`config.mk`:
```
export PLATFORM = sky130hd
export DESIGN_NAME = instr_encoder
export DESIGN_NICKNAME = d
export VERILOG_FILES = /design/src/rtl/instr_encoder.sv
export SDC_FILE = /design/constraint.sdc
export NUM_CORES = 1
export LEC_CHECK = 0
export BUFFER_PORTS_ARGS = -buffer_cell sky130_fd_sc_hd__clkbuf_2
export CAP_MARGIN = 30
export CELL_PAD_IN_SITES_DETAIL_PLACEMENT = 0
export CELL_PAD_IN_SITES_GLOBAL_PLACEMENT = 1
export CORE_ASPECT_RATIO = 1.4
export CORE_MARGIN = 1
export CORE_UTILIZATION = 38
export CTS_CLUSTER_DIAMETER = 80
export DETAILED_ROUTE_END_ITERATION = 6
export GPL_TIMING_DRIVEN = 0
export PLACE_DENSITY = 0.81
export SLEW_MARGIN = 20
export SYNTH_ARGS = -nofsm -noshare
export SYNTH_HDL_FRONTEND = slang
export SYNTH_SLANG_ARGS = --single-unit
export TNS_END_PERCENT = 50
```
`constraint.sdc`:
```
create_clock -name clk -period 4 [get_ports clk]
set_clock_uncertainty 0.05 [all_clocks]
set_input_delay 0.8 -clock clk [delete_from_list [all_inputs] [get_ports clk]]
set_output_delay 0.8 -clock clk [all_outputs]
set_load 0.02 [all_outputs]
```
`src/rtl/instr_encoder.sv`:
```
// Field-bundle to 32-bit instruction encoder that writes encoded words into instruction memory.
// Define ENC_WRAP_EN to make the write pointer wrap when memory is full instead of stalling.
module instr_encoder #(
  parameter int unsigned ADDR_W = 6
) (
  input  logic              clk,
  input  logic              reset,
  input  logic              in_valid,
  output logic              in_ready,
  input  logic [3:0]        cond,
  input  logic [1:0]        op,
  input  logic [5:0]        funct,
  input  logic [3:0]        rn,
  input  logic [3:0]        rd,
  input  logic [23:0]       operand,
  input  logic              clear,
  output logic              mem_we,
  output logic [ADDR_W-1:0] mem_addr,
  output logic [31:0]       mem_wdata,
  output logic [ADDR_W:0]   word_count,
  output logic              full,
  output logic              err
);

  localparam logic [ADDR_W:0] MaxCount = {1'b1, {ADDR_W{1'b0}}};

  typedef enum logic [1:0] {StIdle, StWrite, StFull} state_e;

  state_e      state;
  logic        illegal;
  logic [31:0] enc;

  // reset gates in_ready so nothing looks acceptable while held in reset
  assign in_ready = reset & (state == StIdle) & ~clear & ~full;
  assign illegal  = (op == 2'b11) | (cond == 4'hF);

  always_comb begin
    enc = {cond, op, funct, rn, rd, operand[11:0]};
    if (op == 2'b10) begin
      enc = {cond, 2'b10, funct[5:4], operand};
    end
  end

  // mem_addr doubles as the write pointer; it advances as the WRITE cycle ends
  always_ff @(posedge clk or negedge reset) begin
    if (!reset) begin
      state      <= StIdle;
      mem_we     <= 1'b0;
      mem_addr   <= '0;
      mem_wdata  <= '0;
      word_count <= '0;
      full       <= 1'b0;
      err        <= 1'b0;
    end else if (clear) begin
      state      <= StIdle;
      mem_we     <= 1'b0;
      mem_addr   <= '0;
      word_count <= '0;
      full       <= 1'b0;
      err        <= 1'b0;
    end else begin
      unique case (state)
        StIdle: begin
          if (in_valid && in_ready) begin
            if (illegal) begin
              err <= 1'b1;
            end else begin
              mem_wdata <= enc;
              mem_we    <= 1'b1;
              state     <= StWrite;
            end
          end
        end
        StWrite: begin
          mem_we   <= 1'b0;
          mem_addr <= mem_addr + ADDR_W'(1);
`ifdef ENC_WRAP_EN
          if (word_count != MaxCount) begin
            word_count <= word_count + (ADDR_W + 1)'(1);
          end
          state <= StIdle;
`else
          word_count <= word_count + (ADDR_W + 1)'(1);
          if (word_count == MaxCount - (ADDR_W + 1)'(1)) begin
            full  <= 1'b1;
            state <= StFull;
          end else begin
            state <= StIdle;
          end
`endif
        end
        StFull: begin
          state <= StFull;
        end
        default: begin
          state <= StIdle;
        end
      endcase
    end
  end

endmodule

```
# Word level (Yosys, flattened, before mapping)
# Index checks and enable logic that the tools add are counted.
[totals] regBits=50 input_bits=48 word_cells=58
[classes] addsub=2 n_eq_ne=8 muxes=21 n_bitwise=7 n_reduce_logical=13
[ops] cell="28-bit 2-to-1 mux" n=1
[ops] cell="7-bit 2-to-1 mux" n=2
[ops] cell="6-bit 2-to-1 mux" n=2
[ops] cell="1-bit 2-to-1 mux" n=10
[ops] cell="2-bit nonzero test" n=5
[ops] cell="2-bit 2-to-1 mux" n=4
[ops] cell="7-bit by 1-bit adder with 7-bit output, second input constant" n=1
[ops] cell="7-bit by 6-bit == test with 1-bit output, second input constant" n=1
[ops] cell="6-bit by 1-bit adder with 6-bit output, second input constant" n=1
[ops] cell="2-bit == test, second input constant" n=3
[ops] cell="2-bit one-hot mux with 3 select lines" n=1
[ops] cell="3-bit AND reduction" n=2
[ops] cell="4-bit == test, second input constant" n=1
[ops] cell="2-bit AND reduction" n=2
[ops] cell="4-bit AND reduction" n=1
[ops] cell="1-bit bitwise AND" n=3
[ops] cell="3-bit by 2-bit inequality test with 1-bit output, second input constant" n=1
[ops] cell="3-bit inequality test, second input constant" n=1
[ops] cell="1-bit inverter" n=3
[ops] cell="3-bit nonzero test" n=1
[ops] cell="2-bit by 1-bit == test with 1-bit output, second input constant" n=1
[ops] cell="2-bit logical NOT" n=1
[ops] cell="1-bit one-hot mux with 2 select lines" n=1
[ops] cell="1-bit logical AND" n=1
[ops] cell="1-bit OR" n=1

# Depth between registers and ports, before layout
# Gate-level depths: netlist (run 1).
[logic_depth] word_depth=8 ltp_mapped=7 ltp_nobuf=4

# Worst setup path before layout (run 1)
# OpenSTA, ideal clock, no wires.
[synth_path] path_type="input-to-output" from="in clear" to="out in_ready" arrival_ps=1697 slack_ps=1453 path_stages=3 n_path_buf=2 cell_sequence="buf_6 nor4_4 clkbuf_1"
[synth_via] elab_chain_len=3
[synth_rtl] item="start, declared" line_no="16" rtl="input logic clear,"
[synth_rtl] item="1-bit inverter (no source line)"
[synth_rtl] item="1-bit bitwise AND (2 in a row)" line_no="34" rtl="assign in_ready = reset & (state == StIdle) & ~clear & ~full;"
[synth_rtl] item="end, declared" line_no="9" rtl="output logic in_ready,"
# Every way passes these cells.

# Final worst setup path (run 1)
[layout_path] from="in reset" to="out in_ready"
[layout_via] elab_chain_len=3
[layout_rtl] item="start, declared" line_no="7" rtl="input logic reset,"
[layout_rtl] item="1-bit bitwise AND (3 in a row)" line_no="34"
# Every way passes these cells.

==> flow_summary.ini, run 1 <==
[logic_synthesis]
synth_edf_count = 0
synthCells = 174
async_reset_ff_share_pct = 100
ys_seq_elements = 50
synth_area_leaders = dfrtp_1 (58%), mux2_1 (7.8%), mux2i_1 (6.5%), a21oi_1 (3.9%), a31oi_1 (3.5%)
yosysTopAreaCell = dfrtp_1
synthDistinctLibCells = 28
syn_area_um2 = 2170
synth.avg_cell_area_um2 = 12.5
yosysTopAreaCellShare_pct = 57.6
synth_nets = 224
synth_ff_type = dfrtp_1
ys_seq_area_share_pct = 57.6
yosysWarnings = 0

[die]
start_util_pct = 39.3
die_w_um = 65.9
coreArea_um2 = 5530
die_area_um2 = 6030
io_pins = 97
dieHeight_um = 91.5
rows = 32

[pwr]
total_power_uw = 1250
p_seq_share_pct = 50.1
power_density_nw_per_um2 = 444
p_sw_share_pct = 32.0
leakage_uw = 0.00140
clkPwrFrac_pct = 22.9
peakVddDrop_v = 0.000214
combPwrFrac_pct = 27.0
p_switching_uw = 400
p_int_uw = 850

[sta]
max-slew-margin-rel_pct = 54.9
rsz0062_at_grt = no
period_share_pct = 84.5
clock.fmax_ghz = 0.296
setup_viol = 0
min_period_ns = 3.38
setup_ws_ns = 0.619
tightestPinTransition_ns = 0.676
hold_viol_final = 0
slew_viol_final = 0
fin_tns_setup_ns = 0

[global_route]
groute.usage.overall_pct = 17.1
antenna_found_initial = 0
grt_start_max_net_pins = 52
first_global_vias = 1674
grt_overflow = 0
grt_pass1_wl_um = 7870

[placed_design]
place_inst = 337
dpl_cell_area_um2 = 2740
place_congestion = 0.734
dp_hpwl_um = 3470
pre_cts_ws_ns = 0.552
io_buffers = 95

[worst_setup_path]
cp_data_required_time_ns = 3.15
endpoint_kind = primary output
setup.worst_path.start_class = input pin
crit_fanout = 51
path_class = in -> out
arrival_ns = 2.53

[clock_tree]
clk_pin_slew_ns = 0.08
ctsRootBufferMaster = clkbuf_8
numCtsBuffers = 5
clk_latency_ns = 0.29
max-clock-path-buffers = 2
post_cts_buffers = 0
cts_tree = built
htreeDepth = 2
post_cts_resize_count = 0
cts.sinks = 50
hold_buffers = 0

[run_status]
outcome = finished, final reports clean

[finish]
finalNetCount = 326
n_fill_cell = 525
drive_gt1_share_pct = 41.8
stdcell_count = 343
syn2layout_area_growth_pct = 29.7
antenna_cells = 0
design_area_um2 = 2820

[routing]
dr.pass1.iters = 4
wire_per_inst_um = 13.5
drt_wl_total_um = 4640
met3_length_um = 142
drt_iter0_drc = 71
met1_length_um = 1970
top_layer_used = met4
route.detailed.drc = 0
wl_met2_um = 2470
ant_nets = 0
vias = 1675
viasPerCell = 4.88

[run]
drv_cap = 0

[hold_path]
hp-class = reg -> reg
[worst max-delay path: stages]
cell and delay [ns]:
clkbuf_4 0.56, nand2b_1 0.18, nor4_4 0.32, clkbuf_1 0.40, clkbuf_2 0.25
[cells by family (layout without fill, tap and decap cells)]
| logic type | Yosys count | in the layout | share of synthesized area [%] |
|---|---|---|---|
| AND/OR/NAND/NOR | 34 | 34 | 8.76 |
| AO/OA/AOI/OAI | 32 | 32 | 8.12 |
| buffers and inverters | 13 | 114 | 3.92 |
| adder cells (fa/ha/maj) | 2 | 2 | 1.15 |
| flip-flops | 50 | 50 | 57.6 |
| XOR/XNOR | 9 | 9 | 3.63 |
| multiplexers | 34 | 34 | 16.8 |
[metal layers]
metal,vias up,global-route usage (%)
li1,820,-
met1,806,21.7
met2,45,28.9
met3,4,3.02
met4,0,5.43
met5,-,0
[registers in the layout, summed over array words and instances (netlist names)]
signal	cells
mem_wdata	32
word_count	7
mem_addr	6
state	2
err	1
full	1
mem_we	1
[synthesized netlist by cell type, types with 2 or more instances]
cell      count
dfrtp_1      50
a21oi_1      17
mux2_1       15
mux2i_1      14
a31oi_1      12
nor2_1       11
xor2_1        7
mux2_2        5
buf_6         4
clkbuf_1      4
nand2_1       4
nand4_1       4
nand3_1       3
and3_1        2
buf_2         2
ha_1          2
inv_1         2
nand2b_1      2
nor2b_1       2
o21ai_0       2
or3_1         2
xnor2_1       2
[area by class of cell]
cell class,count,area [um2],share of cell area (%)
Buffer,11,77.6,2.75
Multi-Input combinational cell,111,836,29.7
Clock buffer,6,82.6,2.93
Timing Repair Buffer,95,478,17.0
Inverter,2,7.51,0.266
Tap cell,68,85.1,3.02
Sequential cell,50,1250,44.4
[cells in the final DEF (no fill, tap or decap)]
cell      count
a21oi_1      17
a31oi_1      12
and3_1        2
and4_1        1
buf_2         2
buf_4         1
buf_6         4
clkbuf_1      4
clkbuf_2     94
clkbuf_4      1
clkbuf_8      6
dfrtp_1      50
ha_1          2
inv_1         2
mux2_1       15
mux2_2        5
mux2i_1      14
nand2_1       4
nand2b_1      2
nand3_1       3
nand4_1       4
nor2_1       11
nor2b_1       2
nor3b_1       1
nor4_4        1
o21ai_0       2
o22ai_1       1
or2_2         1
or3_1         2
xnor2_1       2
xor2_1        7
[metrics by stage]
stage,hold slack [ns],utilization [%]
floorplan,0.454,-
global placement,0.417,49.5
detailed placement,0.424,49.5
CTS,0.443,51.0
global route,0.464,51.0
finish,0.437,51.0
[power groups by stage]
stage	combinational, uW	clock (uW)	sequential, uW
2_1_floorplan	96.1	0	739
3_3_place_gp	337	0	634
3_5_place_dp	342	0	638
4_1_cts	343	297	627
5_1_grt	366	317	640
6_report	338	286	626
[final timing paths]
| kind | slack [ns] | cells after the start | from | endpoint |
|---|---|---|---|---|
| setup / recovery | 0.62 | 5 | reset | in_ready |
| hold / removal | 0.44 | 1 | mem_wdata[24] | mem_wdata[24] |
| setup reg to reg | 2.06 | 6 | state[0] | mem_wdata[26] |
| hold reg to reg | 0.44 | 1 | mem_wdata[24] | mem_wdata[24] |
| max in group asynchronous | 2.94 | 1 | reset | mem_wdata[26] |
| min in group asynchronous | 0.52 | 1 | reset | mem_wdata[5] |
Note: power is estimated with default switching activity, not from simulation.
==> run 2: changes to the inputs <==
--- a/config.mk
+++ b/config.mk
@@ -5,17 +5,18 @@
 export SDC_FILE = /design/constraint.sdc
 export NUM_CORES = 1
 export LEC_CHECK = 0
+export ABC_AREA = 1
 export BUFFER_PORTS_ARGS = -buffer_cell sky130_fd_sc_hd__clkbuf_2
 export CAP_MARGIN = 30
 export CELL_PAD_IN_SITES_DETAIL_PLACEMENT = 0
 export CELL_PAD_IN_SITES_GLOBAL_PLACEMENT = 1
 export CORE_ASPECT_RATIO = 1.4
 export CORE_MARGIN = 1
-export CORE_UTILIZATION = 38
+export CORE_UTILIZATION = 30
 export CTS_CLUSTER_DIAMETER = 80
 export DETAILED_ROUTE_END_ITERATION = 6
 export GPL_TIMING_DRIVEN = 0
-export PLACE_DENSITY = 0.81
+export PLACE_DENSITY = 0.72
 export SLEW_MARGIN = 20
 export SYNTH_ARGS = -nofsm -noshare
 export SYNTH_HDL_FRONTEND = slang
==> constraint.sdc (replaced) <==
create_clock -name clk -period 2.95 [get_ports clk]
set_clock_uncertainty 0.05 [all_clocks]
set_input_delay 0.59 -clock clk [delete_from_list [all_inputs] [get_ports clk]]
set_output_delay 0.59 -clock clk [all_outputs]
set_load 0.02 [all_outputs]
==> flow_summary.ini, run 2 <==
[run_status]
outcome = finished, final reports clean

[pwr]
power_density_nw_per_um2 = 560
leakage_uw = 0.00172
p_sw_share_pct = 33.6
combPwrFrac_pct = 25.6
p_switching_uw = 564
p_seq_share_pct = 50.0
p_int_uw = 1120
peakVddDrop_v = 0.000213
clkPwrFrac_pct = 24.4

[clock_tree]
hold_buffers = 0
post_cts_resize_count = 0
numCtsBuffers = 5
post_cts_buffers = 0
clk_latency_ns = 0.30
max-clock-path-buffers = 2
clk_pin_slew_ns = 0.09
ctsRootBufferMaster = clkbuf_8
htreeDepth = 2
cts_tree = built
cts.sinks = 50

[finish]
largest-register = mem_wdata
mostFrequentLayoutCell = nand2_1
top_regs = mem_wdata (32), word_count (7), mem_addr (6)
n_fill_cell = 818
drive_gt1_share_pct = 28.6
antenna_cells = 0
largest_reg_flops = 32
fin_util_pct = 40.6
most-common-layout-cells = nand2_1 (120), clkbuf_2 (95), nand3_1 (52), dfrtp_1 (50), inv_1 (18)
regArea_um2 = 1250
finalNetCount = 448
syn2layout_area_growth_pct = 30.1
multi_input_area_um2 = 922

[die]
io_pins = 97
die_area_um2 = 8050
coreArea_um2 = 7410
dieHeight_um = 106
start_util_pct = 31.2
die_w_um = 76.1
rows = 37

[logic_synthesis]
ys_seq_area_share_pct = 54.2
synth_area_leaders = dfrtp_1 (54%), nand2_1 (20%), nand3_1 (11%), inv_1 (2.9%), nor2_1 (2.3%)
synth.most_common_cell = nand2_1
synthCells = 295
async_reset_ff_share_pct = 100
synthDistinctLibCells = 16
synth_ff_type = dfrtp_1
synth_edf_count = 0
synth_common_cells = nand2_1 (120), nand3_1 (52), dfrtp_1 (50)
yosysTopAreaCellShare_pct = 54.2
synth.avg_cell_area_um2 = 7.83
yosysTopAreaCell = dfrtp_1
syn_area_um2 = 2310
synth_nets = 345
ys_seq_elements = 50
yosysWarnings = 0

[worst_setup_path]
cp_data_required_time_ns = 2.31
setup.worst_path.start_class = input pin
crit_fanout = 51
arrival_ns = 1.73
endpoint_kind = primary output
path_class = in -> out

[routing]
route.detailed.drc = 0
dr.pass1.iters = 4
met3_length_um = 409
met1_length_um = 2610
drt_iter0_drc = 123
drt_wl_total_um = 5870
wire_per_inst_um = 11.8
vias = 2204
top_layer_used = met4
ant_nets = 0
viasPerCell = 4.44
wl_met2_um = 2810

[placed_design]
dp_hpwl_um = 4410
pre_cts_ws_ns = 0.435
place_congestion = 0.730
io_buffers = 96

[sta]
slew_viol_final = 0
period_share_pct = 80.4
tightestPinTransition_ns = 0.705
setup_ws_ns = 0.578
rsz0062_at_grt = no
setup_viol = 0
min_period_ns = 2.37
max-slew-margin-rel_pct = 53.0
hold_viol_final = 0
clock.fmax_ghz = 0.422

[global_route]
antenna_found_initial = 0
grt_start_max_net_pins = 52
grt_pass1_wl_um = 9670
groute.usage.overall_pct = 15.1
first_global_vias = 2072
grt_overflow = 0

[hold_path]
hp-class = in -> async

[run]
drv_cap = 0
==> run 2: cell count changes after synthesis, sizes merged, moves of 7 or more <==
| cell | before | now |
|---|---|---|
| mux2 | 20 | 0 |
| nand2 | 4 | 121 |
| nand3 | 3 | 53 |
| xor2 | 7 | 0 |
| a31oi | 12 | 0 |
| mux2i | 14 | 0 |
| a21oi | 17 | 9 |
| inv | 2 | 20 |
==> run 2: critical path, cell delays in order <==
cell and delay [ns]:
clkbuf_4 0.56, nand2_1 0.23, nor2_1 0.15, clkbuf_2 0.18
==> run 2: final timing paths <==
check | slack [ns] | cells after the start | startpoint | to
setup / recovery | 0.58 | 4 | reset | in_ready
max in group asynchronous | 2.08 | 1 | reset | mem_wdata[15]
hold reg to reg | 0.43 | 2 | mem_wdata[2] | mem_wdata[2]
min in group clk | 0.43 | 2 | mem_wdata[2] | mem_wdata[2]
setup reg to reg | 1.38 | 7 | full | mem_wdata[9]
hold / removal | 0.30 | 1 | reset | mem_addr[0]
==> run 2: routing by layer <==
layer | vias to the layer above | GRT usage [%]
met5 | - | 0
met4 | 0 | 4.12
met3 | 4 | 4.16
met2 | 78 | 25.8
met1 | 982 | 18.8
li1 | 1140 | -
==> run 2: kinds of logic (layout without fill, tap and decap cells) <==
kind of cell | Yosys count | after routing | synth area share (%)
AOI/OAI and AO/OA | 15 | 15 | 3.25
DFF | 50 | 50 | 54.2
adders and majority gates | 2 | 2 | 1.08
and+or+nand+nor | 194 | 194 | 35.6
buffers and inverters | 34 | 138 | 5.85
==> run 2: power groups by stage <==
stage / Clock, uW / Sequential (uW) / Combinational (uW)
6_report: 410 / 842 / 431
5_1_grt: 450 / 855 / 478
4_1_cts: 428 / 844 / 438
3_5_place_dp: 0 / 856 / 438
3_3_place_gp: 0 / 851 / 436
2_1_floorplan: 0 / 976 / 125
==> run 2: through the flow <==
stage                     TNS [ns]  cell area [um2]  cells  total power (uW)  hold WS [ns]
after floorplan                  0             2310    295              1100         0.244
after global placement       -1.02             2910    488              1290         0.403
after detailed placement         0             2910    488              1290         0.410
after CTS                        0             3000    496              1710         0.335
after global routing             0             3000    496              1780         0.365
final                            0             3000    496              1680         0.299
==> run 2: final cells by class <==
class	count	share of cell area, %
clock inverters	1	0.167
inverters	20	2.50
clock buffers	7	2.87
repair buffers	96	16.1
flip-flops and latches	50	41.6
plain buffers	14	2.00
well taps	97	4.04
multi-input cells	211	30.7
==> run 3: changes to the inputs <==
==> constraint.sdc (replaced) <==
create_clock -name clk -period 2.05 [get_ports clk]
set_clock_uncertainty 0.05 [all_clocks]
set_input_delay 0.41 -clock clk [delete_from_list [all_inputs] [get_ports clk]]
set_output_delay 0.41 -clock clk [all_outputs]
set_load 0.02 [all_outputs]
==> flow_summary.ini, run 3 (synthesized netlist as in run 2, its figures left out) <==
[global_route]
first_global_vias = 2076
grt_overflow = 0
grt_start_max_net_pins = 52
grt_pass1_wl_um = 9680
antenna_found_initial = 0
groute.usage.overall_pct = 15.2

[sta]
setup_viol = 0
min_period_ns = 1.75
rsz0062_at_grt = no
slew_viol_final = 0
max-slew-margin-rel_pct = 68.4
period_share_pct = 85.3
whs_ns = -0.00740
setup_ws_ns = 0.301
tightestPinTransition_ns = 0.475
fin_tns_setup_ns = 0
hold_viol_final = 5
clock.fmax_ghz = 0.572

[run_status]
outcome = finished, violations left
violations = negative hold slack

[pwr]
power_density_nw_per_um2 = 804
total_power_uw = 2420
peakVddDrop_v = 0.000307
leakage_uw = 0.00172

[clock_tree]
cts.sinks = 50
clk_pin_slew_ns = 0.09
hold_buffers = 0
numCtsBuffers = 5
max-clock-path-buffers = 2
clk_latency_ns = 0.30
htreeDepth = 2
cts_tree = built
ctsRootBufferMaster = clkbuf_8
post_cts_buffers = 0
post_cts_resize_count = 1

[die]
die_area_um2 = 8050
rows = 37
start_util_pct = 31.2
die_w_um = 76.1
dieHeight_um = 106
io_pins = 97
coreArea_um2 = 7410

[routing]
viasPerCell = 4.41
dr.pass1.iters = 4
route.detailed.drc = 0
drt_wl_total_um = 5870
wire_per_inst_um = 11.8
vias = 2189
ant_nets = 0
drt_iter0_drc = 115

[worst_setup_path]
crit_family = buffers and inverters
ff2ff_path_depth = 7
cp_data_required_time_ns = 1.59
cpPeakStageDelay_ns = 0.36
endpoint_kind = primary output
path_buf_inv = 2
path_depth = 4
crit_fanout = 51
critPathSlowestCell = clkbuf_8
setup.worst_path.start_class = input pin
path_class = in -> out
arrival_ns = 1.29
critical_path.cell_chain = clkbuf_8, nand2_1, nor2_1, clkbuf_2

[finish]
drive_gt1_share_pct = 28.6
top_regs = mem_wdata (32), word_count (7), mem_addr (6)
antenna_cells = 0
largest-register = mem_wdata
n_fill_cell = 817
finalNetCount = 448
syn2layout_area_growth_pct = 30.4
mostFrequentLayoutCell = nand2_1
largest_reg_flops = 32
most-common-layout-cells = nand2_1 (120), clkbuf_2 (95), nand3_1 (52), dfrtp_1 (50), inv_1 (18)

[placed_design]
place_congestion = 0.730
io_buffers = 96
dp_hpwl_um = 4410
pre_cts_ws_ns = -0.285

[hold_path]
hp-class = in -> async

[run]
drv_cap = 0
run 3: per-layer routing:
layer  share of wire (%)  track usage, %
met1                  45            18.8
met2                  48            25.8
met3                 6.8            4.16
met4                0.65            4.12
met5                   0               0
run 3: final timing paths:
path | slack, ns | end | startpoint
worst max-delay path | 0.30 | in_ready | reset
worst min-delay path | -0.007 | mem_addr[5] | reset
worst max register to register | 0.50 | mem_wdata[9] | full
worst min register to register | 0.43 | mem_wdata[2] | mem_wdata[2]
max in group asynchronous | 1.64 | mem_wdata[15] | reset
min in group clk | 0.28 | mem_wdata[8] | operand[8]
run 3: worst reg2reg max path, cell delays in order (launching register included):
cell,delay (ns)
dfrtp_1,0.39
inv_1,0.07
nand2_1,0.10
nor3_4,0.31
nand2_2,0.16
buf_2,0.23
nand2_1,0.08
nand2_1,0.05
run 3: report_power, final:
| part | total (uW) | internal (uW) | switching, uW |
|---|---|---|---|
| sequential | 1210 | 1130 | 81.7 |
| clock | 590 | 273 | 317 |
| combinational | 620 | 207 | 414 |
| total | 2420 | 1610 | 812 |
run 3: through the flow:
stage	util, %	hold slack, ns	cell area, um2	instances
after CTS	40.6	0.0132	3010	496
after detailed placement	39.3	0.410	2910	488
after global routing	40.6	0.0207	3010	496
after floorplan	-	0.0644	2310	295
final	40.6	-0.00740	3010	496
after global placement	39.3	0.403	2910	488
run 3: area by class of cell:
cell class / count / area (um2) / share of cell area, %
Sequential cell: 50 / 1250 / 41.6
Multi-Input combinational cell: 211 / 922 / 30.6
Timing Repair Buffer: 96 / 489 / 16.3
Tap cell: 97 / 121 / 4.03
Clock buffer: 7 / 86.3 / 2.87
Inverter: 20 / 75.1 / 2.49
Buffer: 14 / 60.1 / 2.00
Clock inverter: 1 / 5.00 / 0.166
